===== src/rtl/databus_arbiter_if.sv =====
// Request/grant bundle between the control unit's gate requests and the data bus arbiter.
// The master side raises requests; the slave side (the arbiter) returns grant, select and status.
interface databus_arbiter_if;
  logic [3:0] req;
  logic [3:0] grant;
  logic [1:0] select;
  logic       bus_valid;
  logic       timeout;

  modport master (output req, input grant, select, bus_valid, timeout);
  modport slave  (input req, output grant, select, bus_valid, timeout);
endinterface


===== src/rtl/databus_arbiter.sv =====
// Round-robin arbiter for the 16-bit internal data bus (MARMUX, PC, ALU, MDR).
// Registered one-hot grant and mux select, one-cycle turnaround, bounded hold per grant.
module databus_arbiter #(
  parameter int unsigned MAX_HOLD = 16
) (
  input  logic               clk,
  input  logic               reset_n,
  databus_arbiter_if.slave   bus
);

  localparam int unsigned HCW = $clog2(MAX_HOLD + 1);

  typedef enum logic {IDLE, OWN} state_t;

  state_t         state_q;
  logic [1:0]     ptr_q;
  logic [1:0]     select_q;
  logic [HCW-1:0] hold_q;
  logic [3:0]     mask_q;
  logic [3:0]     mask_d;
  logic [3:0]     grant_q;
  logic           valid_q;
  logic           timeout_q;

  logic [3:0]     elig;
  logic [1:0]     cand;
  logic [1:0]     win;
  logic           win_found;
  logic           owner_req;
  logic           hold_max;

  // select_q doubles as the owner index while in OWN.
  always_comb begin
    elig      = bus.req & ~mask_q;
    cand      = '0;
    win       = ptr_q;
    win_found = 1'b0;
    for (int unsigned i = 0; i < 4; i++) begin
      cand = ptr_q + 2'(i);
      if (!win_found && elig[cand]) begin
        win       = cand;
        win_found = 1'b1;
      end
    end
    owner_req = bus.req[select_q];
    hold_max  = (hold_q == HCW'(MAX_HOLD));
    mask_d    = mask_q & bus.req;
    if (state_q == OWN && owner_req && hold_max) begin
      mask_d[select_q] = 1'b1;
    end
  end

  always_ff @(posedge clk or negedge reset_n) begin
    if (!reset_n) begin
      state_q   <= IDLE;
      ptr_q     <= '0;
      select_q  <= '0;
      hold_q    <= '0;
      mask_q    <= '0;
      grant_q   <= '0;
      valid_q   <= 1'b0;
      timeout_q <= 1'b0;
    end else begin
      mask_q    <= mask_d;
      timeout_q <= 1'b0;
      if (state_q == IDLE) begin
        if (win_found) begin
          grant_q  <= 4'b0001 << win;
          select_q <= win;
          valid_q  <= 1'b1;
          hold_q   <= HCW'(1);
          ptr_q    <= win + 2'd1;
          state_q  <= OWN;
        end
      end else begin
        // A drop on the MAX_HOLD cycle is an ordinary release: no timeout, no mask.
        if (!owner_req || hold_max) begin
          grant_q   <= '0;
          valid_q   <= 1'b0;
          hold_q    <= '0;
          timeout_q <= owner_req;
          state_q   <= IDLE;
        end else begin
          hold_q <= hold_q + HCW'(1);
        end
      end
    end
  end

  assign bus.grant     = grant_q;
  assign bus.select    = select_q;
  assign bus.bus_valid = valid_q;
  assign bus.timeout   = timeout_q;

endmodule


===== src/flat_wrapper.sv =====
// flat-port wrapper written by rule: the top's interface ports become plain ports
module databus_arbiter_flat 
#(
  parameter int unsigned MAX_HOLD = 16
)
  (clk, reset_n, bus_req, bus_grant, bus_select, bus_bus_valid, bus_timeout);
  databus_arbiter_if bus_i ();
  input  logic clk;
  input  logic reset_n;
  input wire logic [$bits(bus_i.req)-1:0] bus_req;
  output wire logic [$bits(bus_i.grant)-1:0] bus_grant;
  output wire logic [$bits(bus_i.select)-1:0] bus_select;
  output wire logic [$bits(bus_i.bus_valid)-1:0] bus_bus_valid;
  output wire logic [$bits(bus_i.timeout)-1:0] bus_timeout;
  assign bus_i.req = bus_req;
  assign bus_grant = bus_i.grant;
  assign bus_select = bus_i.select;
  assign bus_bus_valid = bus_i.bus_valid;
  assign bus_timeout = bus_i.timeout;
  databus_arbiter #(.MAX_HOLD(MAX_HOLD)) u_core (.clk(clk), .reset_n(reset_n), .bus(bus_i));
endmodule

===== config.mk =====
export PLATFORM = sky130hd
export DESIGN_NAME = databus_arbiter_flat
export DESIGN_NICKNAME = d
export VERILOG_FILES = /design/src/rtl/databus_arbiter_if.sv /design/src/rtl/databus_arbiter.sv /design/src/flat_wrapper.sv
export SDC_FILE = /design/constraint.sdc
export NUM_CORES = 1
export LEC_CHECK = 0
export CAP_MARGIN = 20
export CORE_ASPECT_RATIO = 1.75
export CORE_MARGIN = 5
export CORE_UTILIZATION = 34
export DETAILED_ROUTE_END_ITERATION = 10
export GPL_ROUTABILITY_DRIVEN = 0
export SLEW_MARGIN = 25
export SYNTH_ARGS = -nofsm -noshare
export SYNTH_HDL_FRONTEND = slang
export SYNTH_SLANG_ARGS = --single-unit

===== constraint.sdc =====
create_clock -name clk -period 2.4 [get_ports clk]
set_clock_uncertainty 0.15 [all_clocks]
set_input_delay 0.36 -clock clk [delete_from_list [all_inputs] [get_ports clk]]
set_output_delay 0.36 -clock clk [all_outputs]
set_load 0.02 [all_outputs]

==> impl_metrics.tcl, run 1 <==
set metrics [dict create \
    cts-root-buf "clkbuf_8" \
    async_flop_share 1.00 \
    numCtsBuffers 3 \
    overflow 0 \
    nFillCells 318 \
    drive_gt1_frac 0.133 \
    finalPower_uw 1500 \
    finalWirelength_um 2380 \
    syn_nets 125 \
    coreArea_um2 3180 \
    yosysTopAreaCell "dfrtp_1" \
    synthDistinctLibCells 32 \
    synthFlopType "dfrtp_1" \
    yosysSeqAreaShare 0.444 \
    yosys-top-cells-area "dfrtp_1 44%, ha_1 6.7%, nand2_1 5.3%, mux2i_1 4.4%, o21ai_0 4.4%" \
    max_stage_delay_ns 0.47 \
    final_area_um2 1410 \
    antenna_found_initial 0 \
    maxSlewHeadroom 0.712 \
    synth.most_common_cell "dfrtp_1" \
    vias 920 \
    yosys_warnings 0 \
    tightest_slew_ns 0.432 \
    finalMaxSlewViolations 0 \
    wire_per_inst_um 13.3 \
    status "finished clean" \
    grt_max_degree 21 \
    io_buffers 13 \
    synth-edff-count 0 \
    path_clk_slew_ns 0.08 \
    die_w_um 53.5 \
    area_growth_pct 24.9 \
    critPathArrivalTime_ns 2.12 \
    crit_slowest_cell "clkdlybuf4s50_1" \
    post-route-min-period_ns 2.12 \
    drc 0 \
    hold_class "in -> async" \
    finalSetupViolCount 0 \
    cts.sinks 20 \
    critPathLaunchType "primary input" \
    grt_pass1_wl_um 4220 \
    max_freq_mhz 471 \
    crit_required_ns 2.40 \
    cts_tree "done" \
    dpl.hpwl_um 1900 \
    maxCapViolCount 0 \
    powerDensity_nw_per_um2 1060 \
    fin_nets 148 \
    cp_max_fo 3 \
    antenna_left 0 \
    p_leak_uw 0.000620 \
    initial_utilization 0.355 \
    drt-initial-drc-count 23 \
    peakVddDrop_mv 0.526 \
    timing.final.crit_share 0.885 \
    first_global_vias 962 \
    avgSynthCellArea_um2 9.98 \
    syn_area_um2 1130 \
    worstSetupEndpointType "flip-flop" \
    die_area_um2 4610 \
    crit_chain "clkdlybuf4s50_1, nor2b_1, nor2_1, o21ai_0, o2111a_1, ha_1, mux2_2" \
    yosysTopAreaCellShare 0.444 \
    cts_max_level 1 \
    rsz0062_at_grt "false" \
    vias_per_cell 5.17 \
    cts_setup_buffers 0 \
    io_pins 14 \
    drtPass1Iterations 4 \
    synth_common_cells "20 x dfrtp_1, 16 x nand2_1, 10 x o21ai_0" \
    rows 27 \
    antenna_cells 0 \
    clk_latency_ns 0.26 \
    ys_ff_latch 20 \
    hold_buffers 0 \
    cts-resized-gates 0 \
    synthesis.instances 113 \
    worstSetupPathType "in -> reg" \
    die_y_um 86.2 \
    max-clock-path-buffers 2 \
    hold_viol_final 0 \
    placed_area_um2 1350 \
    grt_usage 0.119 \
]
[through the flow]
stage	std cells	utilization	setup WS [ns]	hold WS [ns]	TNS (ns)
after floorplan	113	-	0.391	-0.0856	0
after global placement	174	0.426	0.0194	0.317	0
final	178	0.443	0.276	0.288	0
after CTS	178	0.443	0.267	0.305	0
after global routing	178	0.443	0.0987	0.330	0
after detailed placement	174	0.426	-0.0133	0.322	-0.0198
[layer usage]
metal / share of wire / global-route usage
met1: 0.40 / 0.133
met2: 0.56 / 0.220
met3: 0.025 / 0.0138
met4: 0.012 / 0.0395
met5: 0 / 0
[worst paths after layout]
check / endpoint / from / depth (start not counted) / slack (ns)
min: u_core.bus.grant[2]$_DFFE_PN0P_ / reset_n / 2 / 0.29
min in group clk: u_core.mask_q[0]$_DFF_PN0_ / u_core.mask_q[0]$_DFF_PN0_ / 2 / 0.33
max: u_core.ptr_q[1]$_DFFE_PN0P_ / bus_req[3] / 7 / 0.28
min reg2reg: u_core.mask_q[0]$_DFF_PN0_ / u_core.mask_q[0]$_DFF_PN0_ / 2 / 0.33
max reg2reg: u_core.ptr_q[1]$_DFFE_PN0P_ / u_core.mask_q[3]$_DFF_PN0_ / 6 / 0.46
max in group asynchronous: u_core.bus.select[0]$_DFFE_PN0P_ / reset_n / 2 / 1.60
[placed cells by master (no fill, tap or decap)]
cell type	n
mux2_2	2
nand4bb_2	1
nand3_1	4
nor2b_1	4
o2111a_1	1
and3_1	2
o22ai_1	3
a32oi_1	1
a2bb2oi_1	1
and4_1	1
o32ai_1	1
dfrtp_1	20
mux2i_1	5
nor3b_2	1
ha_1	6
clkdlybuf4s50_1	13
clkbuf_8	4
a32o_1	4
nand2_1	16
nor2_1	8
a22o_1	1
o211ai_1	1
a21o_1	1
o21ai_0	10
mux4_2	1
inv_1	6
nand4_1	1
nor3_1	1
nand2b_1	4
o2111ai_1	1
buf_4	9
a211oi_1	1
[kinds of logic (layout without fill, tap and decap cells)]
family	count (synthesis)	in the layout	share of synthesized area
mux	8	8	0.0843
simple gates	43	43	0.196
flops	20	20	0.444
fa+ha+maj	6	6	0.0666
compound gates	26	26	0.165
buf+inv	10	32	0.0433
[power by group]
group / switching [µW] / internal (µW) / leakage, µW
Combinational: 323 / 328 / 0.000331
Clock: 110 / 146 / 0.0000288
Sequential: 147 / 443 / 0.000260
[worst max-delay path: cells and delay by family]
| family | cells | cell delay [ns] |
|---|---|---|
| buf+inv | 1 | 0.47 |
| compound gates | 2 | 0.55 |
| fa+ha+maj | 1 | 0.23 |
| simple gates | 2 | 0.25 |
| mux | 1 | 0.25 |
[registers in the layout (all words and copies together), names as in the netlist]
name	count
u_core.bus.bus_valid	1
u_core.bus.grant	4
u_core.bus.select	2
u_core.bus.timeout	1
u_core.hold_q	5
u_core.mask_q	4
u_core.ptr_q	2
u_core.state_q	1
[final cells by class]
class                           instances  area, µm²  share of cell area
Clock buffer                            4       55.1              0.0391
Timing Repair Buffer                   22        198               0.140
Sequential cell                        20        500               0.356
Inverter                                6       22.5              0.0160
Multi-Input combinational cell         83        578               0.411
Tap cell                               43       53.8              0.0382
(Power assumes the default switching activity.)
==> run 2, diff against run 1 <==
--- a/config.mk
+++ b/config.mk
@@ -6,11 +6,13 @@
 export NUM_CORES = 1
 export LEC_CHECK = 0
 export CAP_MARGIN = 20
-export CORE_ASPECT_RATIO = 1.75
 export CORE_MARGIN = 5
-export CORE_UTILIZATION = 34
+export CORE_UTILIZATION = 50
+export CTS_CLUSTER_DIAMETER = 80
 export DETAILED_ROUTE_END_ITERATION = 10
 export GPL_ROUTABILITY_DRIVEN = 0
+export MAX_ROUTING_LAYER = met4
+export PLACE_DENSITY = 0.73
 export SLEW_MARGIN = 25
 export SYNTH_ARGS = -nofsm -noshare
 export SYNTH_HDL_FRONTEND = slang
==> impl_metrics.tcl, run 2 (same netlist as run 1, synthesis figures left out) <==
set metrics [dict create \
    hold_ws_ns 0.229 \
    initial_utilization 0.515 \
    rrSetupSlack_ns 0.42 \
    vias 943 \
    fin_ws_ns 0.275 \
    critPathLaunchType "primary input" \
    dpl.hpwl_um 1850 \
    met2RoutedLength_um 1280 \
    io_buffers 13 \
    area_growth_pct 20.9 \
    hold_buffers 0 \
    maxSlewHeadroom 0.711 \
    finalPower_uw 1450 \
    numCtsBuffers 3 \
    crit_chain "clkdlybuf4s50_1, nor2b_1, nor2_1, o21ai_0, o2111a_1, ha_1, mux2_2" \
    highest_layer "met4" \
    crit_slowest_cell "clkdlybuf4s50_1" \
    largest_register "u_core.hold_q" \
    finalWirelength_um 2550 \
    cp_max_fo 3 \
    cts-root-buf "clkbuf_4" \
    p_leak_uw 0.000607 \
    worstSetupEndpointType "flip-flop" \
    tightest_slew_ns 0.434 \
    largest_register_ffs 5 \
    post-route-min-period_ns 2.12 \
    final_common_cell "dfrtp_1" \
    cts.sinks 20 \
    die_y_um 57.5 \
    worstSetupPathType "in -> reg" \
    hold_viol_final 0 \
    crit_family "compound AO/OA/AOI/OAI gates" \
    met3_length_um 100 \
    antenna_left 0 \
    grt_usage 0.177 \
    cts_setup_buffers 0 \
    vias_per_cell 5.82 \
    cts_max_level 1 \
    cts-resized-gates 0 \
    drc 0 \
    drtPass1Iterations 4 \
    powerDensity_nw_per_um2 1070 \
    finalMaxSlewViolations 0 \
    finalSetupViolCount 0 \
    io_pins 14 \
    grt_pass1_wl_um 4450 \
    antenna_cells 0 \
    max-clock-path-buffers 2 \
    antenna_found_initial 0 \
    coreArea_um2 2190 \
    max_freq_mhz 471 \
    final.setup.tns_ns 0 \
    die_area_um2 3300 \
    fin_nets 147 \
    wirelength_met1_um 1100 \
    status "finished clean" \
    fin_util 0.622 \
    maxCapViolCount 0 \
    drive_gt1_frac 0.127 \
    critPathArrivalTime_ns 2.18 \
    max_stage_delay_ns 0.50 \
    clk_latency_ns 0.31 \
    peakVddDrop_mv 0.676 \
    nFillCells 181 \
    rsz0062_at_grt "false" \
    hold_class "in -> async" \
    wire_per_inst_um 15.7 \
    worst-path-buf-inv 1 \
    place_ws_ns -0.0240 \
    layout_common_cells "20 x dfrtp_1, 16 x nand2_1, 13 x clkdlybuf4s50_1" \
    timing.final.crit_share 0.885 \
    crit_required_ns 2.45 \
    drt-initial-drc-count 52 \
    first_global_vias 996 \
    rows 17 \
    die_w_um 57.5 \
    path_clk_slew_ns 0.12 \
    overflow 0 \
    cts_tree "done" \
    grt_max_degree 21 \
]
## run 2: worst reg2reg max path: cells and delay by family (launching register included)
kind            cells  cell delay, ns
compound gates      2            0.40
mux                 1            0.60
simple gates        1            0.24
flops               1            0.50
## run 2: final timing paths
path	from	endpoint	depth (start not counted)
worst min-delay path	reset_n	u_core.mask_q[1]$_DFF_PN0_	2
worst max register to register	u_core.bus.select[0]$_DFFE_PN0P_	u_core.hold_q[3]$_DFFE_PN0P_	4
worst max-delay path	bus_req[1]	u_core.ptr_q[1]$_DFFE_PN0P_	7
min in group clk	u_core.mask_q[0]$_DFF_PN0_	u_core.mask_q[0]$_DFF_PN0_	2
max in group asynchronous	reset_n	u_core.bus.grant[2]$_DFFE_PN0P_	2
worst min register to register	u_core.mask_q[0]$_DFF_PN0_	u_core.mask_q[0]$_DFF_PN0_	2
## run 2: where the power goes
| part | total, µW | switching [µW] | internal [µW] | leakage [µW] |
|---|---|---|---|---|
| registers | 591 | 149 | 442 | 0.000260 |
| logic | 662 | 335 | 328 | 0.000327 |
| clock network | 201 | 108 | 92.7 | 0.0000210 |
## run 2: final cells by class
cell class	instances	area, µm²	share of cell area
sequential	20	500	0.367
timing repair buffer	21	190	0.140
tap	28	35.0	0.0257
clock buffer	4	36.3	0.0266
multi-input combinational	83	578	0.424
inverter	6	22.5	0.0165
## run 2: layer usage
| metal | vias to the layer above | track usage |
|---|---|---|
| li1 | 451 | - |
| met1 | 456 | 0.208 |
| met2 | 29 | 0.290 |
| met3 | 7 | 0.0271 |
| met4 | 0 | 0.0894 |
| met5 | - | - |
## run 2: stage by stage
stage	instance area, µm²	instances
6_report	1360	162
5_1_grt	1360	162
3_3_place_gp	1330	158
2_1_floorplan	1130	113
3_5_place_dp	1330	158
4_1_cts	1360	162
